`src/rtl/fib_weight_gen.sv`:
```
// fib_weight_gen
// Produces a stream of Fibonacci-style terms f(k) = f(k-1) + f(k-2) from two
// seeds. One term is offered per cycle under a valid/ready handshake. An error
// input rolls the sequence back by one term. A run ends on carry out or after
// MAXK accepted terms.
//
// Handshake: a term is offered while out_valid=1. It is accepted on a rising
// edge where out_valid=1, out_ready=1 and err_flag=0. While out_ready=0 the
// offered term (s_out/b_out/k_out/ovf) stays stable. err_flag=1 in RUN takes
// priority over out_ready.
//
// Ports
//   clk        sole clock, rising edge
//   rst_n      synchronous active-low reset (overrides start)
//   start      load seeds and begin/restart a run (highest priority after reset)
//   a_in,b_in  seeds f(k-2), f(k-1); sampled only when start=1
//   err_flag   retract one term (RUN only)
//   out_ready  consumer accepts the current term
//   out_valid  term outputs valid (RUN)
//   s_out      current term f(k), low W bits
//   b_out      f(k-1)
//   k_out      index of current term, 0 after start
//   ovf        carry out of the add that produced s_out
//   busy       RUN or BACK
//   dbg_state  FSM state: 0 IDLE, 1 RUN, 2 BACK, 3 DONE
module fib_weight_gen #(
  parameter int W     = 8,
  parameter int MAXK  = 24,
  parameter int CNT_W = 5
) (
  input  logic             clk,
  input  logic             rst_n,
  input  logic             start,
  input  logic [W-1:0]     a_in,
  input  logic [W-1:0]     b_in,
  input  logic             err_flag,
  input  logic             out_ready,
  output logic             out_valid,
  output logic [W-1:0]     s_out,
  output logic [W-1:0]     b_out,
  output logic [CNT_W-1:0] k_out,
  output logic             ovf,
  output logic             busy,
  output logic [1:0]       dbg_state
);

  typedef enum logic [1:0] {
    IDLE = 2'd0,
    RUN  = 2'd1,
    BACK = 2'd2,
    DONE = 2'd3
  } state_t;

  state_t           state, state_nxt;
  logic [W-1:0]     a_r, b_r, s_r;
  logic [W-1:0]     a_nxt, b_nxt, s_nxt;
  logic             c_r, c_nxt;
  logic [CNT_W-1:0] k_r, k_nxt;

  // W+1 bit sums so the carry falls out as the top bit.
  logic [W:0]       seed_sum;
  logic [W:0]       adv_sum;
  logic [CNT_W:0]   k_plus1;
  logic             last_term;

  assign seed_sum  = {1'b0, a_in} + {1'b0, b_in};
  assign adv_sum   = {1'b0, b_r} + {1'b0, s_r};
  assign k_plus1   = {1'b0, k_r} + {{CNT_W{1'b0}}, 1'b1};
  // Accepting this term ends the run: either it already overflowed or it is
  // the MAXK-th term.
  assign last_term = c_r || (k_plus1 == (CNT_W+1)'(MAXK));

  always_comb begin
    state_nxt = state;
    a_nxt     = a_r;
    b_nxt     = b_r;
    s_nxt     = s_r;
    c_nxt     = c_r;
    k_nxt     = k_r;
    if (start) begin
      a_nxt     = a_in;
      b_nxt     = b_in;
      s_nxt     = seed_sum[W-1:0];
      c_nxt     = seed_sum[W];
      k_nxt     = '0;
      state_nxt = RUN;
    end else begin
      case (state)
        IDLE: state_nxt = IDLE;
        RUN: begin
          if (err_flag) begin
            // Step back one term: (A,B,S) = (f(k-2),f(k-1),f(k)) becomes
            // (f(k-3),f(k-2),f(k-1)), with f(k-3) = f(k-1) - f(k-2).
            if (k_r != '0) begin
              b_nxt     = a_r;
              a_nxt     = b_r - a_r;
              s_nxt     = b_r;
              c_nxt     = 1'b0;
              k_nxt     = k_r - 1'b1;
              state_nxt = BACK;
            end
          end else if (out_ready) begin
            if (last_term) begin
              state_nxt = DONE;
            end else begin
              a_nxt = b_r;
              b_nxt = s_r;
              s_nxt = adv_sum[W-1:0];
              c_nxt = adv_sum[W];
              k_nxt = k_r + 1'b1;
            end
          end
        end
        BACK:    state_nxt = RUN;
        DONE:    state_nxt = DONE;
        default: state_nxt = IDLE;
      endcase
    end
  end

  always_ff @(posedge clk) begin
    if (!rst_n) begin
      state <= IDLE;
      a_r   <= '0;
      b_r   <= '0;
      s_r   <= '0;
      c_r   <= 1'b0;
      k_r   <= '0;
    end else begin
      state <= state_nxt;
      a_r   <= a_nxt;
      b_r   <= b_nxt;
      s_r   <= s_nxt;
      c_r   <= c_nxt;
      k_r   <= k_nxt;
    end
  end

  assign out_valid = (state == RUN);
  assign busy      = (state == RUN) || (state == BACK);
  assign s_out     = s_r;
  assign b_out     = b_r;
  assign k_out     = k_r;
  assign ovf       = c_r;
  assign dbg_state = state;

endmodule

```
`config.mk`:
```
export PLATFORM = sky130hd
export DESIGN_NAME = fib_weight_gen
export DESIGN_NICKNAME = d
export VERILOG_FILES = /design/src/rtl/fib_weight_gen.sv
export SDC_FILE = /design/constraint.sdc
export NUM_CORES = 1
export LEC_CHECK = 0
export ABC_AREA = 1
export ABC_CLOCK_PERIOD_IN_PS = 2200
export BUFFER_PORTS_ARGS = -buffer_cell sky130_fd_sc_hd__buf_2
export CORE_MARGIN = 2
export CORE_UTILIZATION = 39
export CTS_BUF_LIST = sky130_fd_sc_hd__clkbuf_8
export CTS_CLUSTER_SIZE = 8
export DETAILED_ROUTE_END_ITERATION = 6
export GPL_TIMING_DRIVEN = 1
export SLEW_MARGIN = 15
export SYNTH_ARGS = -nofsm -noshare
export SYNTH_HDL_FRONTEND = slang
export SYNTH_SLANG_ARGS = --single-unit
export TNS_END_PERCENT = 50
```
`constraint.sdc`:
```
create_clock -name clk -period 2.2 [get_ports clk]
set_clock_uncertainty 0.15 [all_clocks]
set_input_delay 0.44 -clock clk [delete_from_list [all_inputs] [get_ports clk]]
set_output_delay 0.44 -clock clk [all_outputs]
set_load 0.01 [all_outputs]
```
==> results of run 1 <==
## layout make-up
cell class | count | area share [%]
clock buffers | 6 | 2.446
inverters | 60 | 6.820
flip-flops and latches | 32 | 18.98
well taps | 99 | 3.669
clock inverters | 2 | 0.4448
repair buffers | 58 | 9.488
multi-input cells | 336 | 58.15
## Yosys cell counts, types with 2 or more instances
library cell and count:
nand3b_1 5, inv_1 58, nor2_1 35, o22ai_1 2, inv_4 2, clkbuf_1 5, a22oi_1 5, a221oi_1 5
xor2_1 4, o21ai_0 23, fa_1 4, ha_1 30, o21a_1 3, o211a_1 2, nand4_1 8, o21ai_1 4
nand3_1 36, buf_2 3, xnor2_1 4, a211oi_2 2, buf_6 4, a21oi_1 44, nand2_1 107, dfxtp_1 32
## cell usage in the layout, fill, tap and decap left out, drive strengths merged
cell	count
a211oi	2
a22oi	5
clkbuf	6
fa	4
a21boi	1
buf	58
nor3	1
clkinvlp	2
inv	60
xnor2	4
xor2	4
ha	30
o211a	2
nand4	8
o21bai	1
mux2i	1
nor2	36
a21oi	44
o221ai	1
o22ai	2
dfxtp	32
a221oi	5
o21a	3
nand3	37
nand2	110
o21ai	28
or2	1
nand3b	5
a22o	1
## registers in the layout (all words and copies together) (netlist names)
name       flops
s_out          8
dbg_state      2
k_out          5
a_r            8
ovf            1
b_out          8
## worst max-delay path by stage
stage / from / end / slack, ns / cells past startpoint
after global placement: a_in[0] / ovf$_SDFFE_PN0P_ / 0.16 / 13
final: b_out[1]$_SDFFE_PN0P_ / ovf$_SDFFE_PN0P_ / 0.23 / 11
after floorplan: a_in[0] / s_out[6]$_SDFFE_PN0P_ / 0.38 / 11
after CTS: b_out[1]$_SDFFE_PN0P_ / ovf$_SDFFE_PN0P_ / 0.23 / 11
after detailed placement: a_in[0] / ovf$_SDFFE_PN0P_ / 0.12 / 13
after global routing: b_out[1]$_SDFFE_PN0P_ / ovf$_SDFFE_PN0P_ / 0.03 / 11
## report_power, final
part	internal (mW)	switching, mW
Sequential	0.628	0.0572
Clock	0.254	0.271
Combinational	0.282	0.428
## tightest hold or removal path, stage by stage
cell      delay (ns)
buf_2           0.09
a221oi_1        0.07
a21oi_1         0.13
## layer usage
metal  share of wire [%]  wire length [µm]  GRT usage, %  vias to the layer above
met5                   0                 0             0                        -
met4                 1.4               117         6.282                        0
met3                 5.7               478         3.255                        9
met1                  44              3662         25.22                     1398
met2                  49              4055         35.45                       75
li1                    -                 -             -                     1573
## logic make-up after synthesis
logic type | Yosys count | synth area share (%)
buffers and inverters | 74 | 11.26
multiplexers | 1 | 0.3412
AND/OR/NAND/NOR | 198 | 29.51
AO/OA/AOI/OAI | 95 | 19.15
flip-flops | 32 | 21.83
XOR/XNOR | 8 | 2.388
adder cells (fa/ha/maj) | 34 | 15.52
## through the flow
stage                     cells  instance area [µm²]
after floorplan             442                 2934
after global placement      585                 3278
after CTS                   593                 3376
after global routing        593                 3376
final                       593                 3376
after detailed placement    585                 3278
==> out/metrics.yaml, run 1 <==
run_status:
  outcome: "finished, final reports clean"
routing:
  wl_per_cell_um: 14.02
  dr_total_vias: 3055
  drc: 0
  vias_per_cell: 5.152
  drt_first_pass_iters: 4
  finalWirelength_mm: 8.314
  antenna_left: 0
  drt_iter0_markers: 162
synthesis:
  synth_area_leader_cell: "dfxtp_1"
  yosysSeqAreaShare_pct: 21.83
  ys_seq_elements: 32
  ys_types: 39
  netlist_top_cells_area: "dfxtp_1, nand2_1, ha_1"
  syn_nets: 497
  ys_warn_count: 0
  netlist_instances: 442
  postSynthAreaPerCell_um2: 6.638
  synth_top_area_share_pct: 21.83
  synth_flop_cell: "dfxtp_1"
  synth_edf_count: 0
  async_flop_share_pct: 0
  syn-cell-area_um2: 2934
setup_path:
  path_common_cell: "nand2_1"
  reg2reg_depth: 11
  max_stage_delay_ns: 0.51
  critPathKind: "reg2reg"
  path_delay_family: "flip-flops"
  slowest_stage: "dfxtp_1"
  end_kind: "flop"
  required_ns: 2.29
  critical_path.cell_chain: "inv_1 -> fa_1 -> inv_1 -> nand2_1 -> nand2_1 -> nand4_1 -> nand2_1 -> nand2_1 -> nand2_1 -> nand2_1 -> a21oi_1"
  path_buf_inv: 2
  cp.arrival_ns: 2.06
  r2r_setup_slack_ns: 0.23
  r2r-end: "ovf$_SDFFE_PN0P_"
  r2r_start: "b_out[1]$_SDFFE_PN0P_"
  start_kind: "flop"
  cp_max_fo: 7
layout:
  diodes: 0
  seq_area_um2: 640.6
  fillCellCount: 777
  fin_util_pct: 46.54
  multi_input_area_um2: 1963
  nets: 548
  layout-drive-gt1-share_pct: 15.79
  synthToLayoutAreaGrowth_pct: 15.05
sta:
  hold_slack_ns: 0.3253
  hold_viol: 0
  final_max_slew_viol_count: 0
  min_period_over_period_pct: 89.46
  fmax_mhz: 508.1
  finalSetupTns_ns: 0
  fin_crit_ns: 1.968
  finalSetupViolations: 0
  rsz0062_at_grt: "no"
  postLayoutSetupSlackWorst_ns: 0.2319
  tightest_slew_ns: 0.4061
  slew_headroom_pct: 72.83
floorplanning:
  fp.dieW_um: 90.74
  core_um2: 7253
  std_cell_rows: 31
  io_pins: 47
  chipHeight_um: 90.74
  start_util_pct: 40.45
  dieArea_um2: 8233
grt:
  grt-ovfl-total: 0
  antenna_found_initial: 0
  grt_first_pass_wirelength_mm: 13.57
  grt_max_degree: 37
  global_route.usage.total_pct: 20.22
  grt_pass1_vias: 2909
clock_tree:
  cts_buffer_depth: 2
  postCtsSetupBuffers: 0
  cts_num_sinks: 32
  clockRootBuffer: "clkbuf_8"
  cts_made_buffers: 5
  cts_hold_buf: 0
  htreeDepth: 2
  cts.clk_slew.worst_paths_ns: 0.08
  clk_latency_ns: 0.30
  post_cts_resize_count: 0
  cts_tree: "yes"
placement:
  hpwl_mm: 6.379
  port_buffers: 46
  dp_slack_ns: 0.1231
  gp_congestion: 0.8939
min_path:
  whs_endpoint: "b_out[3]$_SDFFE_PN0P_"
  hold_class: "in2reg"
  min_delay_path_depth: 3
  worstHoldStart: "b_in[3]"
pwr:
  power.leakage_nw: 1.741
  cellPowerDensity_nw_per_um2: 568.8
  power.total_mw: 1.920
  ir_worst_vdd_uv: 240.5
job:
  max_cap_violations: 0
Note: power is estimated with default switching activity, not from simulation.
==> run 2, diff against run 1 <==
Settings changed: CELL_PAD_IN_SITES_DETAIL_PLACEMENT from default to 1, CELL_PAD_IN_SITES_GLOBAL_PLACEMENT from default to 2, CORE_UTILIZATION 39 to 32, PLACE_DENSITY_LB_ADDON from default to 0.1.
==> run 2 against run 1 <==
- wire length grew 21%
- utilization fell by 7.3 points
- fmax down 2.7%
- cell count grew 2.4%
- via count rose by 2.7%
- combinational power grew 6.1%
- power grew 9.2%
- cell area is 2.3% higher
- clock power increased by 26%
- clock-buffer cell count up 1
- die area grew 21%
==> out/metrics.yaml, run 2 (synthesis results as in run 1) <==
run_status:
  outcome: "finished, final reports clean"
grt:
  antenna_found_initial: 0  # unchanged
  grt_pass1_vias: 3313  # +14%
  grt_max_degree: 37  # unchanged
  global_route.usage.total_pct: 21.48  # +1.3 points
  grt_first_pass_wirelength_mm: 16.76  # +24%
  grt-ovfl-total: 0  # unchanged
routing:
  antenna_left: 0  # unchanged
  wl_per_cell_um: 16.63  # +19%
  wl_met3_um: 255  # -47%
  drt_iter0_markers: 67  # -59%
  drt_first_pass_iters: 4  # unchanged
  drc: 0  # unchanged
  dr_total_vias: 3139  # +2.7%
  routed.top_layer: "met4"
  met2_wirelength_mm: 4.891  # +21%
  vias_per_cell: 5.171  # +0.38%
  wl_met1_mm: 4.776  # +30%
  finalWirelength_mm: 10.10  # +21%
setup_path:
  path_common_cell: "nand2_1"
  path_delay_family: "adder cells"
  r2r_start: "b_out[0]$_SDFFE_PN0P_"
  end_kind: "flop"
  r2r_setup_slack_ns: 0.18  # -0.05 ns
  start_kind: "flop"
  cp.arrival_ns: 2.10  # +0.04 ns
  worst-path-stages: 12  # +1
  required_ns: 2.27  # -0.02 ns
  slowest_stage: "dfxtp_1"
  path_buf_inv: 2  # unchanged
  r2r-end: "ovf$_SDFFE_PN0P_"
  cp_max_fo: 4  # -3
  critical_path.cell_chain: "ha_1 -> inv_1 -> fa_1 -> inv_1 -> nand2_1 -> nand2_1 -> nand4_1 -> nand2_1 -> nand2_1 -> nand2_1 -> nand2_1 -> a21oi_1"
  crit_start: "b_out[0]$_SDFFE_PN0P_"
  max_stage_delay_ns: 0.39  # -0.12 ns
  critPathKind: "reg2reg"
  endpoint: "ovf$_SDFFE_PN0P_"
  reg2reg_depth: 12  # +1
clock_tree:
  clk_latency_ns: 0.29  # about the same
  cts_buffer_depth: 2  # unchanged
  cts_made_buffers: 5  # unchanged
  cts_num_sinks: 32  # unchanged
  post_cts_resize_count: 0  # unchanged
  cts_hold_buf: 0  # unchanged
  cts.clk_slew.worst_paths_ns: 0.08  # about the same
  clockRootBuffer: "clkbuf_8"
  cts_tree: "yes"
  postCtsSetupBuffers: 0  # unchanged
  htreeDepth: 2  # unchanged
sta:
  finalSetupViolations: 0  # unchanged
  tightest_slew_ns: 0.4317  # +0.02562 ns
  finalSetupTns_ns: 0  # unchanged
  min_period_over_period_pct: 91.91  # +2.4 points
  rsz0062_at_grt: "no"
  hold_viol: 0  # unchanged
  fmax_mhz: 494.6  # -2.7%
  fin_crit_ns: 2.022  # +0.05387 ns
  final_max_slew_viol_count: 0  # unchanged
  postLayoutSetupSlackWorst_ns: 0.1781  # -0.05387 ns
  slew_headroom_pct: 71.12  # -1.7 points
layout:
  fin_util_pct: 39.22  # -7.3 points
  seq_area_um2: 640.6  # unchanged
  fillCellCount: 1176  # +51%
  diodes: 0  # unchanged
  nets: 553  # +0.91%
  stdcell_area_um2: 3453  # +2.3%
  synthToLayoutAreaGrowth_pct: 17.70
  layout_commonest_cell: "nand2_1"
  final_cell_mix: "nand2_1, inv_1, buf_2"
  multi_input_area_um2: 1963  # unchanged
  layout-drive-gt1-share_pct: 16.63  # +0.84 points
placement:
  port_buffers: 46  # unchanged
  dp_slack_ns: 0.06112  # -0.06197 ns
  placed_area_um2: 3327  # +1.5%
  gp_congestion: 0.8274  # -7.4%
  hpwl_mm: 7.951  # +25%
pwr:
  ir_worst_vdd_uv: 227.8  # -5.3%
  power.leakage_nw: 1.788  # +2.7%
  cellPowerDensity_nw_per_um2: 607.2  # +6.8%
floorplanning:
  fp.dieW_um: 99.76  # +9.9%
  chipHeight_um: 99.76  # +9.9%
  io_pins: 47  # unchanged
  core_um2: 8806  # +21%
  dieArea_um2: 9951  # +21%
  std_cell_rows: 34  # +9.7%
  start_util_pct: 33.32  # -7.1 points
job:
  max_cap_violations: 0  # unchanged
min_path:
  hold_class: "in2reg"
-- run 2: how the worst min path moves through the flow --
stage,start,end,slack (ns),depth (start not counted)
6_report,a_in[7],a_r[7]$_SDFFE_PN0P_,0.32,3
5_1_grt,a_in[7],a_r[7]$_SDFFE_PN0P_,0.35,3
4_1_cts,a_in[7],a_r[7]$_SDFFE_PN0P_,0.32,3
3_5_place_dp,a_r[4]$_SDFFE_PN0P_,a_r[4]$_SDFFE_PN0P_,0.34,1
3_3_place_gp,a_r[4]$_SDFFE_PN0P_,a_r[4]$_SDFFE_PN0P_,0.33,1
2_1_floorplan,a_r[3]$_SDFFE_PN0P_,a_r[3]$_SDFFE_PN0P_,0.32,1
-- run 2: cell type report --
type	instances	area share, %
clock buffer	7	2.790
clock inverter	1	0.8696
inverter	60	6.667
multi-input combinational	336	56.85
sequential	32	18.55
tap	108	3.913
timing repair buffer	63	10.36
-- run 2: where the power goes --
part / switching (mW) / internal [mW] / leakage, nW
sequential: 0.0532 / 0.628 / 0.264
combinational: 0.462 / 0.291 / 1.46
clock: 0.262 / 0.401 / 0.0645
-- run 2: worst register-to-register path: cells and delay by family (launching register included) --
family | cells | cell delay [ns]
AO/OA/AOI/OAI | 1 | 0.14
flip-flops | 1 | 0.39
AND/OR/NAND/NOR | 7 | 0.55
adder cells (fa/ha/maj) | 2 | 0.55
buffers and inverters | 2 | 0.19
-- run 2: layer usage --
| metal | vias to the layer above | track usage (%) |
|---|---|---|
| li1 | 1582 | - |
| met1 | 1500 | 27.87 |
| met2 | 42 | 37.32 |
| met3 | 15 | 3.022 |
| met4 | 0 | 5.796 |
| met5 | - | 0 |
-- run 2: metrics by stage --
stage / hold slack (ns) / total power, mW / std cells
after CTS: 0.3164 / 2.131 / 607
after global routing: 0.3511 / 2.262 / 607
final: 0.3212 / 2.097 / 607
after floorplan: 0.3218 / 1.205 / 442
after global placement: 0.3332 / 1.434 / 599
after detailed placement: 0.3435 / 1.451 / 599
